**src/rtl/prog_feeder_pkg.sv**
```systemverilog
// rtl/prog_feeder_pkg.sv - shared types and constants for the program feeder
package prog_feeder_pkg;

   localparam int DEF_ADDR_W = 5;
   localparam int DEF_DATA_W = 16;

   // Opcode field of the processor instruction word
   localparam int OP_HI = 8;
   localparam int OP_LO = 6;
   localparam logic [2:0] OP_MVI = 3'b001;

   typedef enum logic [2:0] {
      ST_IDLE  = 3'd0,
      ST_FETCH = 3'd1,
      ST_ISSUE = 3'd2,
      ST_WAIT  = 3'd3,
      ST_IMM   = 3'd4,
      ST_HALT  = 3'd5
   } feeder_state_t;

endpackage

```
**src/rtl/prog_ram.sv**
```systemverilog
// rtl/prog_ram.sv - program memory: synchronous write, asynchronous read, no reset
module prog_ram #(
   parameter int ADDR_W = 5,
   parameter int DATA_W = 16
) (
   input  logic              i_clk,
   input  logic              i_we,
   input  logic [ADDR_W-1:0] i_waddr,
   input  logic [DATA_W-1:0] i_wdata,
   input  logic [ADDR_W-1:0] i_raddr,
   output logic [DATA_W-1:0] o_rdata
);

   logic [DATA_W-1:0] r_mem [2**ADDR_W];

   always_ff @(posedge i_clk) begin
      if (i_we) begin
         r_mem[i_waddr] <= i_wdata;
      end
   end

   assign o_rdata = r_mem[i_raddr];

endmodule

```
**src/rtl/prog_feeder.sv**
```systemverilog
// rtl/prog_feeder.sv - sequences host-loaded program words into the processor DIN/Run/Done port
module prog_feeder
   import prog_feeder_pkg::*;
#(
   parameter int ADDR_W  = DEF_ADDR_W,
   parameter int DATA_W  = DEF_DATA_W,
   parameter int TIMEOUT = 15
) (
   input  logic              Clock,
   input  logic              Resetn,
   input  logic              load_en,
   input  logic [ADDR_W-1:0] load_addr,
   input  logic [DATA_W-1:0] load_data,
   input  logic              start,
   input  logic [ADDR_W:0]   prog_len,
   input  logic              Done,
   output logic [DATA_W-1:0] DIN,
   output logic              Run,
   output logic [ADDR_W:0]   pc,
   output logic              busy,
   output logic              halted,
   output logic              error
);

   localparam int PC_W = ADDR_W + 1;
   localparam int WD_W = ($clog2(TIMEOUT + 1) < 4) ? 4 : $clog2(TIMEOUT + 1);

   feeder_state_t     r_state;
   logic [DATA_W-1:0] r_din;
   logic [PC_W-1:0]   r_pc;
   logic [PC_W-1:0]   r_len;
   logic [WD_W-1:0]   r_wd;
   logic              r_error;

   logic              w_idle_like;
   logic              w_we;
   logic [ADDR_W-1:0] w_rd_addr;
   logic [DATA_W-1:0] w_rd_data;
   logic [PC_W-1:0]   w_next_pc;
   logic              w_is_mvi;
   logic              w_wd_expired;

   assign w_idle_like = (r_state == ST_IDLE) || (r_state == ST_HALT);
   assign w_we        = load_en && w_idle_like;

   // In ISSUE the read port already looks at the word after the instruction (the mvi immediate), wrapping at the top
   assign w_rd_addr    = (r_state == ST_ISSUE) ? (r_pc[ADDR_W-1:0] + ADDR_W'(1)) : r_pc[ADDR_W-1:0];
   assign w_next_pc    = r_pc + ((r_state == ST_IMM) ? PC_W'(2) : PC_W'(1));
   assign w_is_mvi     = (r_din[OP_HI:OP_LO] == OP_MVI);
   assign w_wd_expired = (r_wd == WD_W'(TIMEOUT - 1));

   prog_ram #(
      .ADDR_W(ADDR_W),
      .DATA_W(DATA_W)
   ) u_ram (
      .i_clk  (Clock),
      .i_we   (w_we),
      .i_waddr(load_addr),
      .i_wdata(load_data),
      .i_raddr(w_rd_addr),
      .o_rdata(w_rd_data)
   );

   always_ff @(posedge Clock or negedge Resetn) begin
      if (!Resetn) begin
         r_state <= ST_IDLE;
         r_din   <= '0;
         r_pc    <= '0;
         r_len   <= '0;
         r_wd    <= '0;
         r_error <= 1'b0;
      end else begin
         case (r_state)
            ST_IDLE, ST_HALT: begin
               if (start) begin
                  if (prog_len != '0) begin
                     r_len   <= prog_len;
                     r_pc    <= '0;
                     r_error <= 1'b0;
                     r_state <= ST_FETCH;
                  end else begin
                     r_state <= ST_HALT;
                  end
               end
            end
            ST_FETCH: begin
               r_din   <= w_rd_data;
               r_state <= ST_ISSUE;
            end
            ST_ISSUE: begin
               r_wd <= '0;
               if (w_is_mvi) begin
                  r_din   <= w_rd_data;
                  r_state <= ST_IMM;
               end else begin
                  r_state <= ST_WAIT;
               end
            end
            ST_WAIT, ST_IMM: begin
               // Done is checked first so it wins against a coincident timeout
               if (Done) begin
                  r_pc    <= w_next_pc;
                  r_state <= (w_next_pc >= r_len) ? ST_HALT : ST_FETCH;
               end else if (w_wd_expired) begin
                  r_error <= 1'b1;
                  r_state <= ST_HALT;
               end else begin
                  r_wd <= r_wd + WD_W'(1);
               end
            end
            default: r_state <= ST_IDLE;
         endcase
      end
   end

   assign DIN    = r_din;
   assign Run    = (r_state == ST_ISSUE);
   assign pc     = r_pc;
   assign busy   = (r_state == ST_FETCH) || (r_state == ST_ISSUE) ||
                   (r_state == ST_WAIT)  || (r_state == ST_IMM);
   assign halted = (r_state == ST_HALT);
   assign error  = r_error;

endmodule

```
**config.mk**
```make
export PLATFORM = sky130hd
export DESIGN_NAME = prog_feeder
export DESIGN_NICKNAME = d
export VERILOG_FILES = /design/src/rtl/prog_feeder_pkg.sv /design/src/rtl/prog_ram.sv /design/src/rtl/prog_feeder.sv
export SDC_FILE = /design/constraint.sdc
export NUM_CORES = 1
export LEC_CHECK = 0
export CAP_MARGIN = 5
export CORE_AREA = 3 3 237 239
export CTS_CLUSTER_DIAMETER = 150
export DETAILED_ROUTE_END_ITERATION = 7
export DIE_AREA = 0 0 240 242
export PLACE_DENSITY = 0.62
export RECOVER_POWER = 25
export SKIP_LAST_GASP = 1
export SYNTH_ARGS = -nofsm -noshare
export SYNTH_HDL_FRONTEND = slang
export SYNTH_SLANG_ARGS = --single-unit
```
**constraint.sdc**
```tcl
create_clock -name Clock -period 8.5 [get_ports Clock]
set_clock_uncertainty 0.05 [all_clocks]
set_input_delay 0.85 -clock Clock [delete_from_list [all_inputs] [get_ports Clock]]
set_output_delay 0.85 -clock Clock [all_outputs]
set_load 0.03 [all_outputs]
```
==> summary.txt <==
Status
  • Status: finished with violations
  • Failing checks: capacitance limit, slew limit

Cells and area
  • Sequential cell area: 16,300 µm²
  • Layout Area Growth over Synthesis: 13.4%
  • Final core utilization: 0.512
  • Layout cells sized above 1: 0.157
  • Fin nets: 1,744
  • Post-Layout Inst Area: 27,700 µm²
  • Footprint of the multi-input gates: 7670 µm²
  • Antenna cells: 0
  • Filler cell count: 4,525

Worst setup path
  • R2R setup slack: a little over 4000 ps
  • CP Data Arrival Time: approximately 4800 ps
  • Critical path required time: 8840 ps
  • Setup crit end kind: register
  • Critical Path Fanout Max: a little under 70
  • CP Launch Type: register
  • Setup CP Type: register to register

Power and ir drop
  • Part of the power in the clock network: 0.284
  • Pwr Density: around 320 nW/µm²
  • VDD IR max: 0.189 mV
  • Leakage Power: 8.97 nW
  • Switching portion of total power: 0.341
  • Post-layout power: 8.72 mW
  • Sequential share of power: 0.371
  • Sw Pwr: ~3.0 mW
  • Comb pwr share: 0.345
  • Int Pwr: 5.75 mW

STA
  • Final worst-path cycle share: 0.521
  • Final setup violation count: 0
  • Max-slew violations: 400
  • Setup repair after global routing missed its margin: no
  • Rel. slew slack: -0.438
  • Minimum clock period: 4430 ps
  • Peak Freq: 226 MHz
  • Final number of hold-violating endpoints: 0
  • Final TNS setup: 0 ps
  • Slew @ Worst Pin: ~2200 ps

GRT
  • Pin count of the biggest net entering global routing: 96
  • Initial antenna violation count: 2
  • First-pass GRT wire length: ~97,000 µm
  • Total track usage: 0.223
  • Vias in the first global route: 14,600
  • GRT overflow: 0

Drt
  • DRT Wirelength: 65,400 µm
  • Via density: 6.19
  • DRC Markers: 0
  • Initial DRC count: around 1,400
  • DRT Pass-1 Iters: 5
  • Drt wl/cell: 26.8 µm
  • DR vias: 15,100
  • Routed Antenna Nets: 0

Logic synthesis
  • Flops & latches, synth: 548
  • Ys Warns: 0
  • Cell variety after synth: 69
  • Cells after synthesis: around 1,600
  • Post-synth EDFFs: 512
  • Syn avg cell area: 14.9 µm²
  • Synth Net Count: 1,683
  • Ys async rst share: 0.0657
  • Cell Area, Synth: 24,400 µm²
  • Seq/Total Area, Yosys: 0.667
  • Ys flop type: edfxtp_1

CTS
  • Total setup buffers inserted after CTS: 0
  • Clock Path Buffers: 3
  • CTS tree: done
  • Worst-Skew Late Latency: 610 ps
  • CTS resizes: 0
  • Cts bufs inserted: 57
  • Clock sink count: 548
  • Hold buffer count at CTS: 0
  • Depth of the CTS H-tree: 2
  • Clock Pin Slew Worst Setup and Hold Paths: approximately 60 ps
  • Root Driver: clkbuf_16

Job
  • Total of max-cap violations: 12

Floorplanning
  • Starting Density: 0.452
  • Die Height: 242 µm
  • CORE AREA: ~54,000 µm²
  • DIE AREA: 58,100 µm²
  • Die width: 240 µm
  • IO Count: 58
  • FP Rows: 85

Placement
  • DP Area: 25,900 µm²
  • Gpl congestion: 0.848
  • HPWL after DPL: 39,600 µm
  • Input/output buffers: 57

Min path
  • Worst min-delay path class: register to register
-- sequential cells by signal (all words and copies together) (netlist names) --
name	cells
r_wd	4
DIN	16
r_len	6
r_state	3
u_ram.r_mem	512
pc	6
error	1
-- routing by layer --
layer  track usage  wire length (µm)  vias up
li1              -                 -     6625
met4        0.0688              2110        4
met3        0.0428              4510      116
met2         0.360             31000      597
met1         0.309             27800     7747
met5             0                27        -
-- cell usage after synthesis, types with 5 or more instances --
library cell / n / area share
buf_2: 29 / 0.0059
edfxtp_1: 512 / 0.63
a32oi_1: 38 / 0.014
o221a_2: 6 / 0.0028
a211oi_1: 25 / 0.0077
dfrtp_1: 36 / 0.037
nor3_1: 26 / 0.0053
xnor2_1: 7 / 0.0025
buf_1: 9 / 0.0014
o211ai_1: 6 / 0.0018
nor4_1: 6 / 0.0015
nand3_1: 19 / 0.0039
a211o_1: 12 / 0.0043
o21ai_0: 48 / 0.0098
nand2_1: 151 / 0.023
nor2b_1: 11 / 0.0028
clkbuf_1: 63 / 0.0097
a22oi_1: 15 / 0.0046
nor2_1: 83 / 0.013
mux2_2: 38 / 0.018
a21oi_1: 90 / 0.018
mux2i_1: 157 / 0.064
ha_1: 11 / 0.0056
o21ai_1: 8 / 0.0016
or3_1: 5 / 0.0013
buf_4: 7 / 0.0022
o221a_1: 6 / 0.0028
o31ai_1: 5 / 0.0015
mux4_2: 63 / 0.058
o22ai_1: 46 / 0.012
inv_1: 13 / 0.0020
o2bb2ai_1: 12 / 0.0043
-- worst paths after layout --
check | endpoint | start | cells past startpoint
hold / removal | r_len[5] | r_len[5] | 1
min in group asynchronous | r_len[5] | Resetn | 1
max in group asynchronous | pc[0] | Resetn | 1
setup reg to reg | DIN[14] | r_state[2] | 8
hold reg to reg | r_len[5] | r_len[5] | 1
setup / recovery | DIN[14] | r_state[2] | 8
-- placed cells by master (no fill, tap or decap), types with 13 or more instances in the layout --
| cell | n |
|---|---|
| edfxtp_1 | 512 |
| a32oi_1 | 38 |
| mux2i_1 | 155 |
| dfrtp_1 | 34 |
| buf_4 | 47 |
| clkdlybuf4s50_1 | 46 |
| nor2_1 | 69 |
| nand3_1 | 18 |
| mux4_2 | 63 |
| a211oi_1 | 25 |
| inv_1 | 13 |
| nor2_2 | 15 |
| mux2_2 | 38 |
| o21ai_0 | 48 |
| a22oi_1 | 15 |
| clkbuf_16 | 57 |
| a21oi_1 | 90 |
| nor3_1 | 25 |
| clkinv_1 | 13 |
| clkbuf_1 | 19 |
| nand2_1 | 151 |
| o22ai_1 | 46 |
-- power by group through the flow --
stage          combinational [mW]  sequential, mW  clock, mW
6_report                     3.01            3.24       2.48
5_1_grt                      3.24            3.25       2.63
4_1_cts                      3.02            3.23       2.52
3_5_place_dp                 3.01            3.29          0
3_3_place_gp                 2.97            3.28          0
2_1_floorplan                2.15            3.23          0
-- layout make-up --
| type | count | area share |
|---|---|---|
| clock buffer | 68 | 0.0545 |
| clock inverter | 34 | 0.0121 |
| inverter | 14 | 0.00199 |
| multi-input combinational | 965 | 0.277 |
| sequential | 548 | 0.589 |
| tap | 696 | 0.0315 |
| timing repair buffer | 114 | 0.0343 |
-- per-stage QoR --
stage	hold slack [ps]	worst slack, ps	std cells
global placement	443	4310	2337
floorplan	429	5670	1639
CTS	311	4170	2439
finish	463	4070	2439
global route	480	3800	2439
detailed placement	451	4200	2337
-- critical path: stages (launching register included) --
cell	delay (ps)
dfrtp_1	570
or3b_1	490
inv_4	650
mux2i_4	980
nand3_1	740
a21oi_1	360
o211ai_1	120
nand3b_1	130
a221oi_1	90
-- kinds of logic after synthesis --
logic type	synth area share
compound gates	0.100
flops	0.667
mux	0.141
xor+xnor	0.00395
buf+inv	0.0232
fa+ha+maj	0.00646
simple gates	0.0588
No activity file was read; power rests on OpenSTA's default activity.
